**config.mk**
```make
export PLATFORM = sky130hd
export DESIGN_NAME = id_ex_stage
export DESIGN_NICKNAME = d
export VERILOG_FILES = /design/src/rtl/riscv_types_pkg.sv /design/src/rtl/fwd_mux.sv /design/src/rtl/id_ex_stage.sv
export SDC_FILE = /design/constraint.sdc
export NUM_CORES = 1
export LEC_CHECK = 0
export ABC_CLOCK_PERIOD_IN_PS = 1850
export CORE_ASPECT_RATIO = 0.5
export CORE_MARGIN = 2
export CORE_UTILIZATION = 38
export CTS_CLUSTER_SIZE = 16
export DETAILED_ROUTE_END_ITERATION = 12
export PLACE_DENSITY_LB_ADDON = 0.3
export SYNTH_ARGS = -nofsm -noshare
export SYNTH_HDL_FRONTEND = slang
export SYNTH_SLANG_ARGS = --single-unit
export TNS_END_PERCENT = 5
```
**constraint.sdc**
```tcl
create_clock -name clk -period 1.85 [get_ports clk]
set_clock_uncertainty 0.05 [all_clocks]
set_input_delay 0.37 -clock clk [delete_from_list [all_inputs] [get_ports clk]]
set_output_delay 0.37 -clock clk [all_outputs]
set_load 0.05 [all_outputs]
```
**src/rtl/riscv_types_pkg.sv**
```systemverilog
// Shared RISC-V pipeline types: ALU opcodes, forwarding-source select and a
// register-match helper used by the hazard and forwarding logic.
package riscv_types;

    localparam int REG_ADDR_W = 5;

    typedef enum logic [3:0] {
        ADD  = 4'd0,
        SUB  = 4'd1,
        SLL  = 4'd2,
        SLT  = 4'd3,
        SLTU = 4'd4,
        XOR  = 4'd5,
        SRL  = 4'd6,
        SRA  = 4'd7,
        OR   = 4'd8,
        AND  = 4'd9
    } alu_t;

    typedef enum logic [1:0] {
        NONE = 2'd0,
        EXM  = 2'd1,
        WB   = 2'd2
    } fwd_sel_t;

    // True when a writer (rd, we) produces the register a reader names; x0 never matches.
    function automatic logic reg_hit(input logic [REG_ADDR_W-1:0] rd,
                                     input logic                  we,
                                     input logic [REG_ADDR_W-1:0] rs);
        return we && (rd != '0) && (rd == rs);
    endfunction

endpackage

```
**src/rtl/fwd_mux.sv**
```systemverilog
// Per-source operand select: EX/MEM result beats MEM/WB data beats the
// register-file value; x0 always reads zero. EN=0 leaves only the x0 rule.
module fwd_mux
    import riscv_types::*;
#(
    parameter int XLEN = 32,
    parameter bit EN   = 1'b1
) (
    input  logic [4:0]      rs_addr,
    input  logic [XLEN-1:0] rs_data,
    input  logic [4:0]      exm_rd_addr,
    input  logic            exm_rd_we,
    input  logic [XLEN-1:0] exm_result,
    input  logic [4:0]      wb_rd_addr,
    input  logic            wb_rd_we,
    input  logic [XLEN-1:0] wb_data,
    output logic [XLEN-1:0] data
);

    fwd_sel_t sel;

    // Pick the youngest producer of rs_addr.
    always_comb begin
        sel = NONE;
        if (EN && reg_hit(exm_rd_addr, exm_rd_we, rs_addr)) begin
            sel = EXM;
        end else if (EN && reg_hit(wb_rd_addr, wb_rd_we, rs_addr)) begin
            sel = WB;
        end
    end

    // Drive the operand from the chosen source, forcing zero for x0.
    always_comb begin
        data = rs_data;
        case (sel)
            EXM:     data = exm_result;
            WB:      data = wb_data;
            default: data = rs_data;
        endcase
        if (rs_addr == '0) begin
            data = '0;
        end
    end

endmodule

```
**src/rtl/id_ex_stage.sv**
```systemverilog
// ID/EX pipeline register with operand forwarding and load-use stall.
// Build option FORWARDING_EN: when defined, operands are forwarded from
// EX/MEM and MEM/WB and only a load-use dependency stalls; when undefined,
// operands are taken raw and any pending writer of a source stalls decode.
module id_ex_stage
    import riscv_types::*;
#(
    parameter int XLEN = 32
) (
    input  logic            clk,
    input  logic            rst,
    input  logic            in_valid,
    output logic            in_ready,
    input  alu_t            in_alu_ctrl,
    input  logic [4:0]      in_rs1_addr,
    input  logic [4:0]      in_rs2_addr,
    input  logic [XLEN-1:0] in_rs1_data,
    input  logic [XLEN-1:0] in_rs2_data,
    input  logic [XLEN-1:0] in_imm,
    input  logic            in_use_imm,
    input  logic [4:0]      in_rd_addr,
    input  logic            in_rd_we,
    input  logic            in_is_load,
    input  logic [4:0]      exm_rd_addr,
    input  logic            exm_rd_we,
    input  logic [XLEN-1:0] exm_result,
    input  logic [4:0]      wb_rd_addr,
    input  logic            wb_rd_we,
    input  logic [XLEN-1:0] wb_data,
    input  logic            flush,
    output logic            out_valid,
    input  logic            out_ready,
    output alu_t            out_alu_ctrl,
    output logic [XLEN-1:0] out_op1,
    output logic [XLEN-1:0] out_op2,
    output logic [XLEN-1:0] out_store_data,
    output logic [4:0]      out_rd_addr,
    output logic            out_rd_we,
    output logic            out_is_load
);

`ifdef FORWARDING_EN
    localparam bit FWD_EN = 1'b1;
`else
    localparam bit FWD_EN = 1'b0;
`endif

    logic            v;
    alu_t            alu_q;
    logic [4:0]      rs1_addr_q;
    logic [4:0]      rs2_addr_q;
    logic [XLEN-1:0] rs1_q;
    logic [XLEN-1:0] rs2_q;
    logic [XLEN-1:0] imm_q;
    logic            use_imm_q;
    logic [4:0]      rd_addr_q;
    logic            rd_we_q;
    logic            is_load_q;

    logic [XLEN-1:0] rs1_fwd;
    logic [XLEN-1:0] rs2_fwd;
    logic            hazard;
    logic            accept;
    logic            hold;

    fwd_mux #(.XLEN(XLEN), .EN(FWD_EN)) u_fwd_rs1 (
        .rs_addr     (rs1_addr_q),
        .rs_data     (rs1_q),
        .exm_rd_addr (exm_rd_addr),
        .exm_rd_we   (exm_rd_we),
        .exm_result  (exm_result),
        .wb_rd_addr  (wb_rd_addr),
        .wb_rd_we    (wb_rd_we),
        .wb_data     (wb_data),
        .data        (rs1_fwd)
    );

    fwd_mux #(.XLEN(XLEN), .EN(FWD_EN)) u_fwd_rs2 (
        .rs_addr     (rs2_addr_q),
        .rs_data     (rs2_q),
        .exm_rd_addr (exm_rd_addr),
        .exm_rd_we   (exm_rd_we),
        .exm_result  (exm_result),
        .wb_rd_addr  (wb_rd_addr),
        .wb_rd_we    (wb_rd_we),
        .wb_data     (wb_data),
        .data        (rs2_fwd)
    );

    // Decide whether the incoming instruction must wait for a producer.
    always_comb begin
        hazard = 1'b0;
`ifdef FORWARDING_EN
        // Only a load in this stage cannot be forwarded in time: one bubble.
        hazard = in_valid && v && is_load_q &&
                 (reg_hit(rd_addr_q, rd_we_q, in_rs1_addr) ||
                  reg_hit(rd_addr_q, rd_we_q, in_rs2_addr));
`else
        // Without bypass, wait until no in-flight writer targets a source.
        hazard = in_valid &&
                 ((v && (reg_hit(rd_addr_q, rd_we_q, in_rs1_addr) ||
                         reg_hit(rd_addr_q, rd_we_q, in_rs2_addr))) ||
                  reg_hit(exm_rd_addr, exm_rd_we, in_rs1_addr) ||
                  reg_hit(exm_rd_addr, exm_rd_we, in_rs2_addr) ||
                  reg_hit(wb_rd_addr, wb_rd_we, in_rs1_addr) ||
                  reg_hit(wb_rd_addr, wb_rd_we, in_rs2_addr));
`endif
    end

    assign in_ready = !rst && (!v || out_ready) && !hazard && !flush;
    assign accept   = in_valid && in_ready;
    assign hold     = v && !out_ready;

    // Stage register: reset, then flush, then accept, then hold, else drain.
    always_ff @(posedge clk) begin
        if (rst) begin
            v          <= 1'b0;
            alu_q      <= ADD;
            rs1_addr_q <= '0;
            rs2_addr_q <= '0;
            rs1_q      <= '0;
            rs2_q      <= '0;
            imm_q      <= '0;
            use_imm_q  <= 1'b0;
            rd_addr_q  <= '0;
            rd_we_q    <= 1'b0;
            is_load_q  <= 1'b0;
        end else if (flush) begin
            v <= 1'b0;
        end else if (accept) begin
            v          <= 1'b1;
            alu_q      <= in_alu_ctrl;
            rs1_addr_q <= in_rs1_addr;
            rs2_addr_q <= in_rs2_addr;
            rs1_q      <= in_rs1_data;
            rs2_q      <= in_rs2_data;
            imm_q      <= in_imm;
            use_imm_q  <= in_use_imm;
            rd_addr_q  <= in_rd_addr;
            rd_we_q    <= in_rd_we;
            is_load_q  <= in_is_load;
        end else if (hold) begin
            // Capture bypassed values so they outlive the producer retiring.
            if (FWD_EN) begin
                rs1_q <= rs1_fwd;
                rs2_q <= rs2_fwd;
            end
        end else begin
            v <= 1'b0;
        end
    end

    assign out_valid      = v;
    assign out_alu_ctrl   = alu_q;
    assign out_op1        = rs1_fwd;
    assign out_op2        = use_imm_q ? imm_q : rs2_fwd;
    assign out_store_data = rs2_fwd;
    assign out_rd_addr    = rd_addr_q;
    assign out_rd_we      = rd_we_q;
    assign out_is_load    = is_load_q;

endmodule
```
Word-level counts from Yosys, hierarchy flattened
Index checks and enable logic that the tools add are counted.

Muxes and demuxes: 5. Bitwise gates (word level): 1. Reduce and logical (&&, ||, !) cells: 34. Equality and inequality tests: 7.

Operators with widths (count): $mux W32 (3); $eq A5 B5 Y1 (6); $logic_and A1 B1 Y1 (16); $reduce_bool A5 Y1 (3); $logic_not A5 Y1 (2); $logic_or A1 B1 Y1 (6); $logic_not A1 Y1 (5); $mux W1 (2); $ne A2 B2 Y1 const B (1); $reduce_and A2 Y1 (1); $reduce_or A2 Y1 (1); $not A1 Y1 (1).

Bits of input ports: 199. Logic and storage cells: 58. Register bits after elaboration: 119.

Depth between registers and ports, before layout
Word-level depth: 15. Depth in mapped cells: 9. Mapped depth without buffers: 6.

By module
From an unflattened synthesis, not the netlist that was laid out.

Cell total of the unflattened synthesis: 689. Area, all modules: 6711.4 µm².

Modules (own cells, without submodules): id_ex_stage (times used 1, cells each 609, area an instance 6068.3 µm²); fwd_mux (times used 2, cells each 40, area an instance 321.6 µm²).

Worst setup path after synthesis
OpenSTA, ideal clock, no wires.

Path type: flip-flop to output port. From: register rd_addr_q[0], in the netlist out_rd_addr[0]. To: output in_ready. Data required time: 1.430 ns. Path slack: -1.077 ns. Cell stages (with the launch flop): 5. Data arrival time: 2.507 ns. Path through: dfxtp_1 or4_1 o2111ai_2 nand3_1 a21boi_0.

Longest elaborated chain between the ends: 13. Elaborated cells between the ends (all ways): 16. Classes of those cells: 2 x eq/ne; 14 x reduce/logical.

RTL lines: start: declaration (line id_ex_stage.sv:56) `logic [4:0] rd_addr_q;`; start signal: assignment (line id_ex_stage.sv:139) `rd_addr_q <= in_rd_addr;`; $reduce_bool A5 Y1 (line riscv_types_pkg.sv:30) `return we && (rd != '0) && (rd == rs);`; $logic_and A1 B1 Y1 (2 in a row) (line riscv_types_pkg.sv:30); $logic_or A1 B1 Y1 * (line id_ex_stage.sv:101) `((v && (reg_hit(rd_addr_q, rd_we_q, in_rs1_addr) ||`; $logic_and A1 B1 Y1 * (line id_ex_stage.sv:101); $logic_or A1 B1 Y1 * (line id_ex_stage.sv:102) `reg_hit(rd_addr_q, rd_we_q, in_rs2_addr))) ||`; $logic_or A1 B1 Y1 * (line id_ex_stage.sv:103) `reg_hit(exm_rd_addr, exm_rd_we, in_rs1_addr) ||`; $logic_or A1 B1 Y1 * (line id_ex_stage.sv:104) `reg_hit(exm_rd_addr, exm_rd_we, in_rs2_addr) ||`; $logic_or A1 B1 Y1 * (line id_ex_stage.sv:105) `reg_hit(wb_rd_addr, wb_rd_we, in_rs1_addr) ||`; $logic_and A1 B1 Y1 * (line id_ex_stage.sv:100) `hazard = in_valid &&`; $logic_not A1 Y1 * (line id_ex_stage.sv:110) `assign in_ready = !rst && (!v || out_ready) && !hazard && !flush;`; $logic_and A1 B1 Y1 * (2 in a row) (line id_ex_stage.sv:110); end: declaration (line id_ex_stage.sv:13) `output logic in_ready,`.

Every way passes the cells marked *; elsewhere a longest branch is shown, timed or not.

Worst setup path after layout
Ends and elaborated chain as after synthesis.

==> reports/qor.tcl <==
set qor(syn2layout_area_growth_pct) 57.23
set qor(synth.ff_latch_count) 119
set qor(fmax_ghz) 0.4259
set qor(hold-worst-slack_ps) 413.7
set qor(routabilityCongestion) 0.7470
set qor(maximum_capacitance_violations) 0
set qor(die-width_um) 191.1
set qor(via_count_of_the_first_global_routing_pass) 5609
set qor(buffer_ports.inserted) 243
set qor(async_reset_ff_frac) 0
set qor(initial_antenna_violation_count) 2
set qor(tritoncts_num_sinks) 119
set qor(cp.arrival_ps) 1930
set qor(cts_tree) {built}
set qor(kind_of_path_behind_the_tightest_hold_check) {flop to flop}
set qor(fin_util) 0.6053
set qor(final.period_utilization) 1.269
set qor(chipHeight_um) 97.54
set qor(worst_max_slew_margin_expressed_relative_to_the_limit) 0.4751
set qor(stdcell_area_mm2) 0.01045
set qor(result_of_the_run) {finished with violations}
set qor(switching_share_of_power) 0.2516
set qor(critical_path_cell_by_cell) {or4_4 -> o2111ai_4 -> nand3_2 -> a21boi_4 -> buf_12}
set qor(most_common_flop_cell_mapped_by_yosys) {dfxtp_1}
set qor(placed_cell_area_mm2) 0.009344
set qor(syn-mean-instance-area_um2) 9.763
set qor(timing.hold.worst_path_depth) 2
set qor(global_route_wire_length_before_repair_um) 27770
set qor(critical_path.max_fanout) 2
set qor(critPathCaptureType) {output pin}
set qor(setup_viol) 216
set qor(numCtsBuffers) 17
set qor(buf_inv_stages_crit_path) 1
set qor(internal_power_mw) 5.427
set qor(fillers) 1469
set qor(power_frac_clock) 0.448
set qor(pin_count_of_the_biggest_net_entering_global_routing) 116
set qor(tightestPinTransition_ps) 787.4
set qor(p_per_area_mw_per_mm2) 693.8
set qor(io_pins) 308
set qor(post_synth_inst_count) 681
set qor(fin_ws_ps) -498.0
set qor(critical_path.max_stage_delay_ps) 540
set qor(via_per_inst) 4.523
set qor(worst_hold_path.endpoint) {rs1_q[18]}
set qor(power.net_switching_mw) 1.825
set qor(hold_path_startpoint) {rs1_q[18]}
set qor(detail_route.wirelength_um) 17450
set qor(mapped_cell_area_mm2) 0.006649
set qor(worst_ep_required_time_ps) 1430
set qor(num-nets-final) 1162
set qor(critPathSlowestCell) {or4_4}
set qor(routedWlPerCell_um) 14.41
set qor(reg2reg_slack_ps) -270
set qor(core.rowCount) 34
set qor(cts.reportedPaths.clkPinSlew_ps) 50
set qor(power.leakage_nw) 4.135
set qor(cp_top_family) {simple AND/OR/NAND/NOR gates}
set qor(initialDrtViolationCount) 169
set qor(detailroute.via_count) 5477
set qor(starting_density) 0.3850
set qor(worst_r2r_path_depth) 5
set qor(grt_setup_unrepaired) {true}
set qor(post_synth_num_cell_types) 24
set qor(clock_insertion_delay_worst_skew_ps) 400
set qor(violations) {setup timing}
set qor(p_seq_frac) 0.374
set qor(htreeDepth) 4
set qor(drt_drc_violations_left) 0
set qor(gr-total-overflow) 0
set qor(postRouteAntennaNets) 0
set qor(die_area_mm2) 0.01864
set qor(maximum_vdd_drop_mv) 0.6402
set qor(seq_area_frac_synth) 0.3583
set qor(final-max-slew-violation-count) 0
set qor(detail_route.first_pass.iterations) 4
set qor(count_of_flip_flops_with_a_built_in_enable_after_synthesis) 0
set qor(r2r-end) {imm_q[29]}
set qor(timing_worst_setup_path_type) {flop to output pin}
set qor(clockBufferDepth) 2
set qor(grt_use_total) 0.1870
set qor(postSynthNetCount) 880
set qor(rr_startpoint) {out_rd_addr[0]}
set qor(clock-root-buffer) {clkbuf_16}
set qor(power.share.combinational) 0.179
set qor(worstSetupStartpoint) {out_rd_addr[0]}
set qor(synthesis.yosys.warnings) 0
set qor(hold_viol) 0
set qor(post-route-min-period_ps) 2348
set qor(layout-drive-gt1-share) 0.3005
set qor(coreArea_mm2) 0.01727
set qor(critical_path.startpoint_type) {flop}
set qor(post-dp-hpwl_um) 11820
==> power groups by stage <==
stage / clock network (mW) / registers [mW] / logic [mW]
after detailed placement: 0 / 2.76 / 1.25
final: 3.25 / 2.71 / 1.30
after CTS: 3.32 / 2.71 / 1.30
after global placement: 0 / 2.75 / 1.23
after global routing: 3.42 / 2.72 / 1.39
after floorplan: 0 / 2.78 / 0.681
==> tightest hold or removal path, stage by stage, from the launching register on <==
cell and delay, ps:
dfxtp_1 300, nand2b_1 60, mux2i_1 60
==> registers in the layout (all words and copies together) (netlist names) <==
signal	cells
out_alu_ctrl	4
rs1_q	32
rs1_addr_q	5
rs2_addr_q	5
out_valid	1
out_rd_addr	5
imm_q	32
out_rd_we	1
out_is_load	1
rs2_q	32
use_imm_q	1
==> metrics by stage <==
stage | power [mW] | TNS [ps] | cells | worst slack [ps]
after detailed placement | 4.005 | -96140 | 1176 | -857.5
after global routing | 7.526 | -78390 | 1211 | -560.1
after floorplan | 3.460 | -25800 | 681 | -178.6
final | 7.252 | -63210 | 1211 | -498.0
after global placement | 3.988 | -91280 | 1176 | -795.6
after CTS | 7.324 | -64110 | 1209 | -543.2
==> synth_stat cells, types with 3 or more instances <==
| cell | instances | area share |
|---|---|---|
| buf_12 | 11 | 0.033 |
| nor3_1 | 6 | 0.0045 |
| nor2b_1 | 33 | 0.031 |
| xnor2_1 | 22 | 0.029 |
| and2_1 | 32 | 0.030 |
| clkbuf_1 | 36 | 0.020 |
| dfxtp_1 | 119 | 0.36 |
| nand2b_1 | 235 | 0.22 |
| xor2_1 | 8 | 0.011 |
| nand2_1 | 4 | 0.0023 |
| mux2_2 | 32 | 0.054 |
| nor2_1 | 3 | 0.0017 |
| nand3_1 | 7 | 0.0053 |
| mux2i_1 | 118 | 0.18 |
| or4_1 | 4 | 0.0045 |
==> routing by layer <==
layer | part of all wire | GRT usage | vias up
li1 | - | - | 2777
met1 | 0.43 | 0.2124 | 2550
met2 | 0.50 | 0.3342 | 121
met3 | 0.048 | 0.04984 | 29
met4 | 0.021 | 0.07160 | 0
met5 | 0 | 0 | -
==> final cells by class <==
type,count,area [um^2],share of cell area
well taps,234,292.8,0.02801
diodes,2,5.005,0.0004788
clock buffers,23,478.0,0.04572
clock inverters,8,96.34,0.009216
flip-flops and latches,119,2404,0.2299
multi-input cells,512,4051,0.3876
repair buffers,313,3127,0.2991
==> timing repair <==
action                                 in CTS  in global routing
hold buffers                                0                  0
gates cloned                                0                  0
setup endpoints to repair                 216                216
endpoints found under the hold margin       0                  0
pin swaps                                  11                 17
resized for setup                         146                 18
buffers inserted                            2                  0
==> how the worst max path moves through the flow <==
stage / end / slack, ps / cells past startpoint
finish: in_ready / -500 / 5
global route: in_ready / -560 / 5
CTS: in_ready / -540 / 5
detailed placement: imm_q[21] / -860 / 6
global placement: imm_q[26] / -800 / 6
floorplan: in_ready / -180 / 4
==> logic make-up after synthesis <==
kind of cell	share of synthesized area
simple gates	0.3032
xor+xnor	0.03952
mux	0.2318
compound gates	0.008093
buf+inv	0.05909
flops	0.3583
==> layout by cell type (no fill, tap or decap), drive strengths merged, types with 3 or more instances in the layout <==
cell	instances
and2	32
clkinv	3
nand2	4
buf	180
nor2	3
nand2b	235
clkbuf	23
dlygate4sd2	17
or4	4
mux2	32
xor2	8
nor2b	33
xnor2	22
nand3	7
clkdlybuf4s50	115
nor3	6
mux2i	118
dfxtp	119
Power figures use the tool's default switching activity.
